File: src/rtl/flag_unit.sv
// flag_unit: ALU flag register with condition select; save stack built when FLAG_UNIT_STACK_EN is defined
module flag_unit #(
    parameter int WIDTH = 8,
    parameter int DEPTH = 4
) (
    input  logic                       clk,
    input  logic                       reset,
    input  logic [WIDTH-1:0]           alu_flags,
    input  logic                       _set_flags,
    input  logic                       _do_exec,
    input  logic                       push,
    input  logic                       pop,
    input  logic                       clr_err,
    input  logic [$clog2(WIDTH)-1:0]   cond_sel,
    input  logic                       cond_inv,
    output logic [WIDTH-1:0]           flags,
    output logic                       cond_true,
    output logic [$clog2(DEPTH+1)-1:0] depth_count,
    output logic                       full,
    output logic                       empty,
    output logic                       err_ovf,
    output logic                       err_unf
);
    localparam int SW = $clog2(WIDTH);

    logic             exec;
    logic [WIDTH-1:0] flags_q, flags_d;
    logic [2**SW-1:0] flags_ext;

    assign exec      = ~_do_exec;
    assign flags     = flags_q;
    assign cond_true = flags_ext[cond_sel] ^ cond_inv;

    // zero-extend flags so out-of-range selects read 0 and yield cond_inv
    always_comb begin
        flags_ext              = '0;
        flags_ext[WIDTH-1:0]   = flags_q;
    end

`ifdef FLAG_UNIT_STACK_EN
    localparam int CW = $clog2(DEPTH+1);
    localparam int AW = DEPTH > 1 ? $clog2(DEPTH) : 1;

    logic [WIDTH-1:0] stack_q [DEPTH];
    logic [CW-1:0]    count_q, count_d;
    logic             ovf_q, ovf_d, unf_q, unf_d;
    logic             do_push, do_pop, ok_push, ok_pop, ovf, unf;
    logic [AW-1:0]    widx, ridx;

    assign do_push = exec & push & ~pop;
    assign do_pop  = exec & pop & ~push;
    assign ok_push = do_push & ~full;
    assign ok_pop  = do_pop & ~empty;
    assign ovf     = do_push & full;
    assign unf     = do_pop & empty;
    assign widx    = AW'(count_q);
    assign ridx    = AW'(count_q - CW'(1));

    assign depth_count = count_q;
    assign empty       = count_q == '0;
    assign full        = count_q == CW'(DEPTH);
    assign err_ovf     = ovf_q;
    assign err_unf     = unf_q;

    // pop beats _set_flags; an underflowing pop freezes the flags
    always_comb begin
        flags_d = ok_pop ? stack_q[ridx] : (exec & ~unf & ~_set_flags) ? alu_flags : flags_q;
        count_d = ok_push ? count_q + CW'(1) : ok_pop ? count_q - CW'(1) : count_q;
        ovf_d   = ovf | (ovf_q & ~clr_err);
        unf_d   = unf | (unf_q & ~clr_err);
    end

    // stack storage holds the pre-edge flags; no reset needed since count gates reads
    always_ff @(posedge clk) begin
        if (ok_push) stack_q[widx] <= flags_q;
    end

    // depth counter and sticky error bits
    always_ff @(posedge clk) begin
        if (reset) begin
            count_q <= '0;
            ovf_q   <= 1'b0;
            unf_q   <= 1'b0;
        end else begin
            count_q <= count_d;
            ovf_q   <= ovf_d;
            unf_q   <= unf_d;
        end
    end
`else
    logic unused_stack_inputs;

    assign unused_stack_inputs = ^{push, pop, clr_err};
    assign depth_count         = '0;
    assign empty               = 1'b1;
    assign full                = 1'b0;
    assign err_ovf             = 1'b0;
    assign err_unf             = 1'b0;

    // without the stack, only an executing set changes the flags
    always_comb begin
        flags_d = (exec & ~_set_flags) ? alu_flags : flags_q;
    end
`endif

    // flag register
    always_ff @(posedge clk) begin
        if (reset) flags_q <= '0;
        else       flags_q <= flags_d;
    end
endmodule

File: config.mk
export PLATFORM = sky130hd
export DESIGN_NAME = flag_unit
export DESIGN_NICKNAME = d
export VERILOG_FILES = /design/src/rtl/flag_unit.sv
export SDC_FILE = /design/constraint.sdc
export NUM_CORES = 1
export LEC_CHECK = 0
export CORE_AREA = 3 3 40 42
export CTS_BUF_LIST = sky130_fd_sc_hd__clkbuf_2 sky130_fd_sc_hd__clkbuf_4 sky130_fd_sc_hd__clkbuf_8
export DETAILED_ROUTE_END_ITERATION = 16
export DIE_AREA = 0 0 43 45
export DONT_BUFFER_PORTS = 1
export GPL_TIMING_DRIVEN = 0
export SLEW_MARGIN = 20
export SYNTH_ARGS = -nofsm -noshare
export SYNTH_HDL_FRONTEND = slang
export SYNTH_SLANG_ARGS = --single-unit
File: constraint.sdc
create_clock -name clk -period 1.04 [get_ports clk]
set_input_delay 0.052 -clock clk [delete_from_list [all_inputs] [get_ports clk]]
set_output_delay 0.052 -clock clk [all_outputs]
set_load 0.01 [all_outputs]
==> flow_metrics.env, run 1 <==
export IMPL_clockRootBuffer="clkbuf_4"
export IMPL_cts_sinks=8
export IMPL_detail_route_antenna_nets=0
export IMPL_clkLatencyLatePin_ps=260
export IMPL_r2r_slack_ps=380
export IMPL_cts_tree="yes"
export IMPL_grt_ovfl_total=0
export IMPL_path_max_fanout=3
export IMPL_dp_cells=70
export IMPL_synth_edff_count=0
export IMPL_power_density_nw_per_um2=1170
export IMPL_yosysWarnings=0
export IMPL_synthArstFlopShare_pct=0
export IMPL_hold_viol_final=0
export IMPL_critPathSlowestCell="mux4_2"
export IMPL_min_from="_do_exec"
export IMPL_ir_worst_vdd_mv=0.566
export IMPL_max_slew_margin_pct=62.6
export IMPL_setup_viol=1
export IMPL_yosysSeqAreaShare_pct=38.7
export IMPL_design_core_area_um2=1280
export IMPL_skew_ps=0
export IMPL_post_cts_buffers=0
export IMPL_wirelength_um=990
export IMPL_ios=35
export IMPL_slowest_delay_ps=500
export IMPL_hp_class="in2reg"
export IMPL_synthTopCellsByCount="a21oi_1 (8), dfxtp_1 (8), nand2_1 (8), o21ai_0 (8), buf_4 (7)"
export IMPL_largest_reg_flops=8
export IMPL_criticalPathCategory="reg2out"
export IMPL_worst_slack_ps=-387
export IMPL_fin_crit_ps=1430
export IMPL_path_clk_slew_ps=50
export IMPL_die_w_um=43
export IMPL_crit_arrival_ps=1370
export IMPL_port_buffers=0
export IMPL_avgRoutedWirePerCell_um=12.2
export IMPL_synthToLayoutAreaGrowth_pct=41.7
export IMPL_yosysTopAreaCell="dfxtp_1"
export IMPL_start_util_pct=32.2
export IMPL_synth_seq_cells=8
export IMPL_violations="setup timing"
export IMPL_synth_flop_cell="dfxtp_1"
export IMPL_die_h_um=45
export IMPL_synth_area_top_cells="dfxtp_1 (39%), buf_4 (13%), a21oi_1 (9.7%)"
export IMPL_design_final_nets=87
export IMPL_min_to="flags[2]"
export IMPL_diodes=0
export IMPL_grt_pass1_vias=325
export IMPL_synth_adder_area_share_pct=0
export IMPL_rsz0062_at_grt="yes"
export IMPL_cp_end_kind="output port"
export IMPL_fmax_mhz=701
export IMPL_fin_crit_sh_pct=137
export IMPL_grt_pass1_wl_um=1390
export IMPL_fin_tns_setup_ps=-387
export IMPL_timing_max_transition_violations_final=0
export IMPL_synth_simple_gate_area_share_pct=8.16
export IMPL_start_kind="register"
export IMPL_cp_cell_sequence="mux2i_1, mux4_2, xnor2_2"
export IMPL_synthMuxAreaShare_pct=15.1
export IMPL_timing_rr_end="flags[1]"
export IMPL_tightest_slew_ps=559
export IMPL_worst_ep_required_time_ps=990
export IMPL_gp_congestion=0.645
export IMPL_fin_util_pct=45.7
export IMPL_grt_max_degree=10
export IMPL_clock_path_buffers=2
export IMPL_r2r_start="flags[1]"
export IMPL_run_status="complete, but fails checks"
export IMPL_total_power_w=0.000686
export IMPL_vias=371
export IMPL_cts_buffers=3
export IMPL_leakage_nw=0.244
export IMPL_drt_iter0_markers=14
export IMPL_max_cap_viol_count=0
export IMPL_die_area_um2=1940
export IMPL_yosysTopAreaCellShare_pct=38.7
export IMPL_drive_gt1_share_pct=31.8
export IMPL_synth_area_um2=414
export IMPL_viasPerCell=4.58
export IMPL_fin_cells=81
export IMPL_fp_row_count=13
export IMPL_rr_worst_depth=2
export IMPL_holdPathStages=2
export IMPL_antenna_found_initial=0
export IMPL_synth_compound_area_share_pct=19.3
export IMPL_synth_area_per_cell_um2=8.28
export IMPL_synth_top_family_by_area="compound AO/OA/AOI/OAI gates"
export IMPL_synth_xor_area_share_pct=2.11
export IMPL_drc=0
export IMPL_grt_usage_pct=9.62
export IMPL_drt_first_pass_iters=5
export IMPL_synthCells=50
export IMPL_cts_max_level=1
export IMPL_synthDistinctLibCells=12
## worst max path at each step
stage	cells after the start	slack (ps)	from	end
3_5_place_dp	3	-160	flags[5]	cond_true
3_3_place_gp	3	-160	flags[5]	cond_true
5_1_grt	3	-430	flags[1]	cond_true
6_report	3	-390	flags[7]	cond_true
2_1_floorplan	3	-120	flags[7]	cond_true
4_1_cts	3	-410	flags[6]	cond_true
## layout by cell type (no fill, tap or decap)
cell,n
a21oi_1,8
buf_1,1
buf_4,7
clkbuf_2,1
clkbuf_4,3
conb_1,7
dfxtp_2,2
dfxtp_4,6
dlygate4sd3_1,8
mux2i_1,4
mux4_2,1
nand2_1,8
nor2_1,1
o21ai_0,8
xnor2_2,1
## worst max-delay path, delay by kind of cell (launching register included)
kind      cells  cell delay (ps)
xor+xnor      1              190
mux           2              570
flops         1              360
## cell families (layout without fill, tap and decap cells)
| kind of cell | count (synthesis) | in the layout |
|---|---|---|
| mux | 5 | 5 |
| xor+xnor | 1 | 1 |
| flops | 8 | 8 |
| compound gates | 16 | 16 |
| other cells | 2 | 7 |
| buf+inv | 9 | 20 |
| simple gates | 9 | 9 |
## repair_timing
action / 4_1_cts / 5_1_grt
endpoints found under the hold margin: 8 / 0
hold buffers: 8 / 0
pin swaps: 1 / 0
resized for setup: 1 / 5
gates cloned: 0 / 0
setup endpoints to repair: 1 / 1
## power breakdown
| part | internal (W) | switching, W | leakage [nW] |
|---|---|---|---|
| clock | 0.000132 | 0.000108 | 0.0138 |
| sequential | 0.000314 | 0.0000184 | 0.0706 |
| combinational | 0.0000651 | 0.0000476 | 0.160 |
| total | 0.000512 | 0.000174 | 0.244 |
## metal layers
layer,up-vias,share of wire (%),track usage (%)
li1,190,-,-
met1,163,39,11.0
met2,18,49,15.0
met3,0,11,5.58
met4,0,0,3.61
met5,-,0,0
## through the flow
stage	setup WS [ps]	instance area (um^2)	hold slack [ps]
after global placement	-158	469	165
final	-387	587	7.92
after global routing	-428	587	4.41
after floorplan	-115	450	162
after CTS	-405	574	2.50
after detailed placement	-162	469	165
## final cells by class
class,instances,area [um^2]
Buffer,9,61.3
Clock buffer,3,22.5
Multi-Input combinational cell,38,219
Tap cell,15,18.8
Sequential cell,8,185
Fill cell,136,698
Timing Repair Buffer,8,80.1
(Power assumes the default switching activity.)
==> run 2: changes to the inputs <==
CORE_AREA = 2 2 39 41   (was 3 3 40 42)
DIE_AREA = 0 0 41 43   (was 0 0 43 45)
==> run 2 against run 1 <==
- the flow still finishes with violations (setup timing)
- count of clock-buffer cells in the layout did not move
- flip-flop and latch count did not move
- routed wire length shrank 11%
- fmax up 0.82%
- critical endpoint unchanged
- combinational power about the same
==> flow_metrics.env, run 2 (same netlist as run 1, synthesis figures left out) <==
export IMPL_fin_crit_sh_pct=136
export IMPL_die_h_um=43
export IMPL_violations="setup timing"
export IMPL_skew_ps=0
export IMPL_die_w_um=41
export IMPL_layout_common_cells="nand2_1 (8), o21ai_0 (8), a21oi_1 (8), dlygate4sd3_1 (8)"
export IMPL_detail_route_antenna_nets=0
export IMPL_worst_ep_required_time_ps=990
export IMPL_viasPerCell=4.40
export IMPL_cts_buffers=3
export IMPL_clkLatencyLatePin_ps=240
export IMPL_fin_cells=82
export IMPL_fp_row_count=14
export IMPL_antenna_found_initial=0
export IMPL_cp_startpoint="flags[7]"
export IMPL_wirelength_um=881
export IMPL_final_area_um2=578
export IMPL_drc=0
export IMPL_clock_path_buffers=2
export IMPL_rr_worst_depth=2
export IMPL_seq_power_share_pct=50.0
export IMPL_start_kind="register"
export IMPL_criticalPathCategory="reg2out"
export IMPL_start_util_pct=29.9
export IMPL_tightest_slew_ps=567
export IMPL_max_slew_margin_pct=62.0
export IMPL_ios=35
export IMPL_max_cap_viol_count=0
export IMPL_hold_viol_final=0
export IMPL_n_fill_cell=153
export IMPL_r2r_start="flags[2]"
export IMPL_port_buffers=0
export IMPL_path_clk_slew_ps=50
export IMPL_fin_crit_ps=1420
export IMPL_drt_first_pass_iters=4
export IMPL_ir_worst_vdd_mv=0.404
export IMPL_largest_reg_flops=8
export IMPL_grt_usage_pct=10.6
export IMPL_cp_end_kind="output port"
export IMPL_cts_max_level=1
export IMPL_postPlaceCellArea_um2=470
export IMPL_r2r_slack_ps=380
export IMPL_timing_max_transition_violations_final=0
export IMPL_rsz0062_at_grt="yes"
export IMPL_power_switching_share_pct=23.6
export IMPL_grt_pass1_wl_um=1270
export IMPL_synthToLayoutAreaGrowth_pct=39.6
export IMPL_leakage_nw=0.243
export IMPL_intPower_w=0.000518
export IMPL_whs_ps=17.0
export IMPL_drive_gt1_share_pct=31.8
export IMPL_fin_util_pct=41.8
export IMPL_clockRootBuffer="clkbuf_4"
export IMPL_dp_cells=71
export IMPL_design_core_area_um2=1380
export IMPL_timing_rr_end="flags[2]"
export IMPL_pwr_share_clk_pct=33.3
export IMPL_cts_sinks=8
export IMPL_run_status="complete, but fails checks"
export IMPL_grt_pass1_vias=327
export IMPL_vias=361
export IMPL_diodes=0
export IMPL_hp_class="in2reg"
export IMPL_crit_end="cond_true"
export IMPL_total_power_w=0.000678
export IMPL_switchingPower_w=0.000160
export IMPL_grt_max_degree=10
export IMPL_power_density_nw_per_um2=1170
export IMPL_worst_slack_ps=-375
export IMPL_design_final_nets=87
export IMPL_die_area_um2=1760
export IMPL_gp_congestion=0.625
export IMPL_avgRoutedWirePerCell_um=10.7
export IMPL_cts_tree="yes"
export IMPL_p_comb_share_pct=16.7
export IMPL_setup_viol=1
export IMPL_grt_ovfl_total=0
export IMPL_fmax_mhz=707
export IMPL_crit_arrival_ps=1360
export IMPL_path_max_fanout=3
export IMPL_drt_iter0_markers=2
run 2: cell counts in the layout (fill, tap and decap cells not counted):
No cell type changed its count.
run 2: final cells by class:
cell class / count / area [um^2] / share of cell area [%]
plain buffers: 9 / 61.3 / 10.6
clock buffers: 3 / 22.5 / 3.90
multi-input cells: 38 / 219 / 37.9
flip-flops and latches: 8 / 175 / 30.3
well taps: 16 / 20.0 / 3.46
repair buffers: 8 / 80.1 / 13.9
run 2: metrics by stage:
step | setup TNS, ps | worst slack (ps)
floorplan | -115 | -115
global placement | -153 | -153
detailed placement | -160 | -160
CTS | -405 | -405
global route | -458 | -458
finish | -375 | -375
run 2: per-layer routing:
metal  GRT usage [%]  part of all wire [%]  up-vias
li1                -                     -      188
met3            3.66                    13        0
met5               0                     0        -
met2            15.0                    44       18
met1            13.2                    43      155
met4            6.00                     0        0
run 2: power by group through the flow:
| stage | combinational, W | sequential (W) | clock [W] |
|---|---|---|---|
| detailed placement | 0.0000886 | 0.000349 | 0 |
| global placement | 0.0000872 | 0.000349 | 0 |
| finish | 0.000113 | 0.000339 | 0.000226 |
| CTS | 0.000113 | 0.000343 | 0.000239 |
| global route | 0.000125 | 0.000342 | 0.000254 |
| floorplan | 0.0000810 | 0.000346 | 0 |
run 2: critical path: stages (launching register included):
cell and delay, ps:
dfxtp_4 360, mux2i_1 70, mux4_2 500, xnor2_2 190
run 2: worst min-delay path by stage:
stage / cells after the start / slack [ps] / start / to
final: 2 / 20 / _do_exec / flags[1]
after global routing: 2 / 20 / _do_exec / flags[7]
after CTS: 2 / 10 / _do_exec / flags[6]
after detailed placement: 1 / 160 / cond_inv / cond_true
after global placement: 1 / 160 / cond_inv / cond_true
after floorplan: 1 / 160 / cond_inv / cond_true
run 2: what timing repair did:
item                                    CTS  global route
endpoints found under the setup margin    1             1
hold buffers                              8             0
pin swaps                                 1             0
gates resized for setup                   0             2
buffers inserted                          0             0
endpoints found under the hold margin     8             0
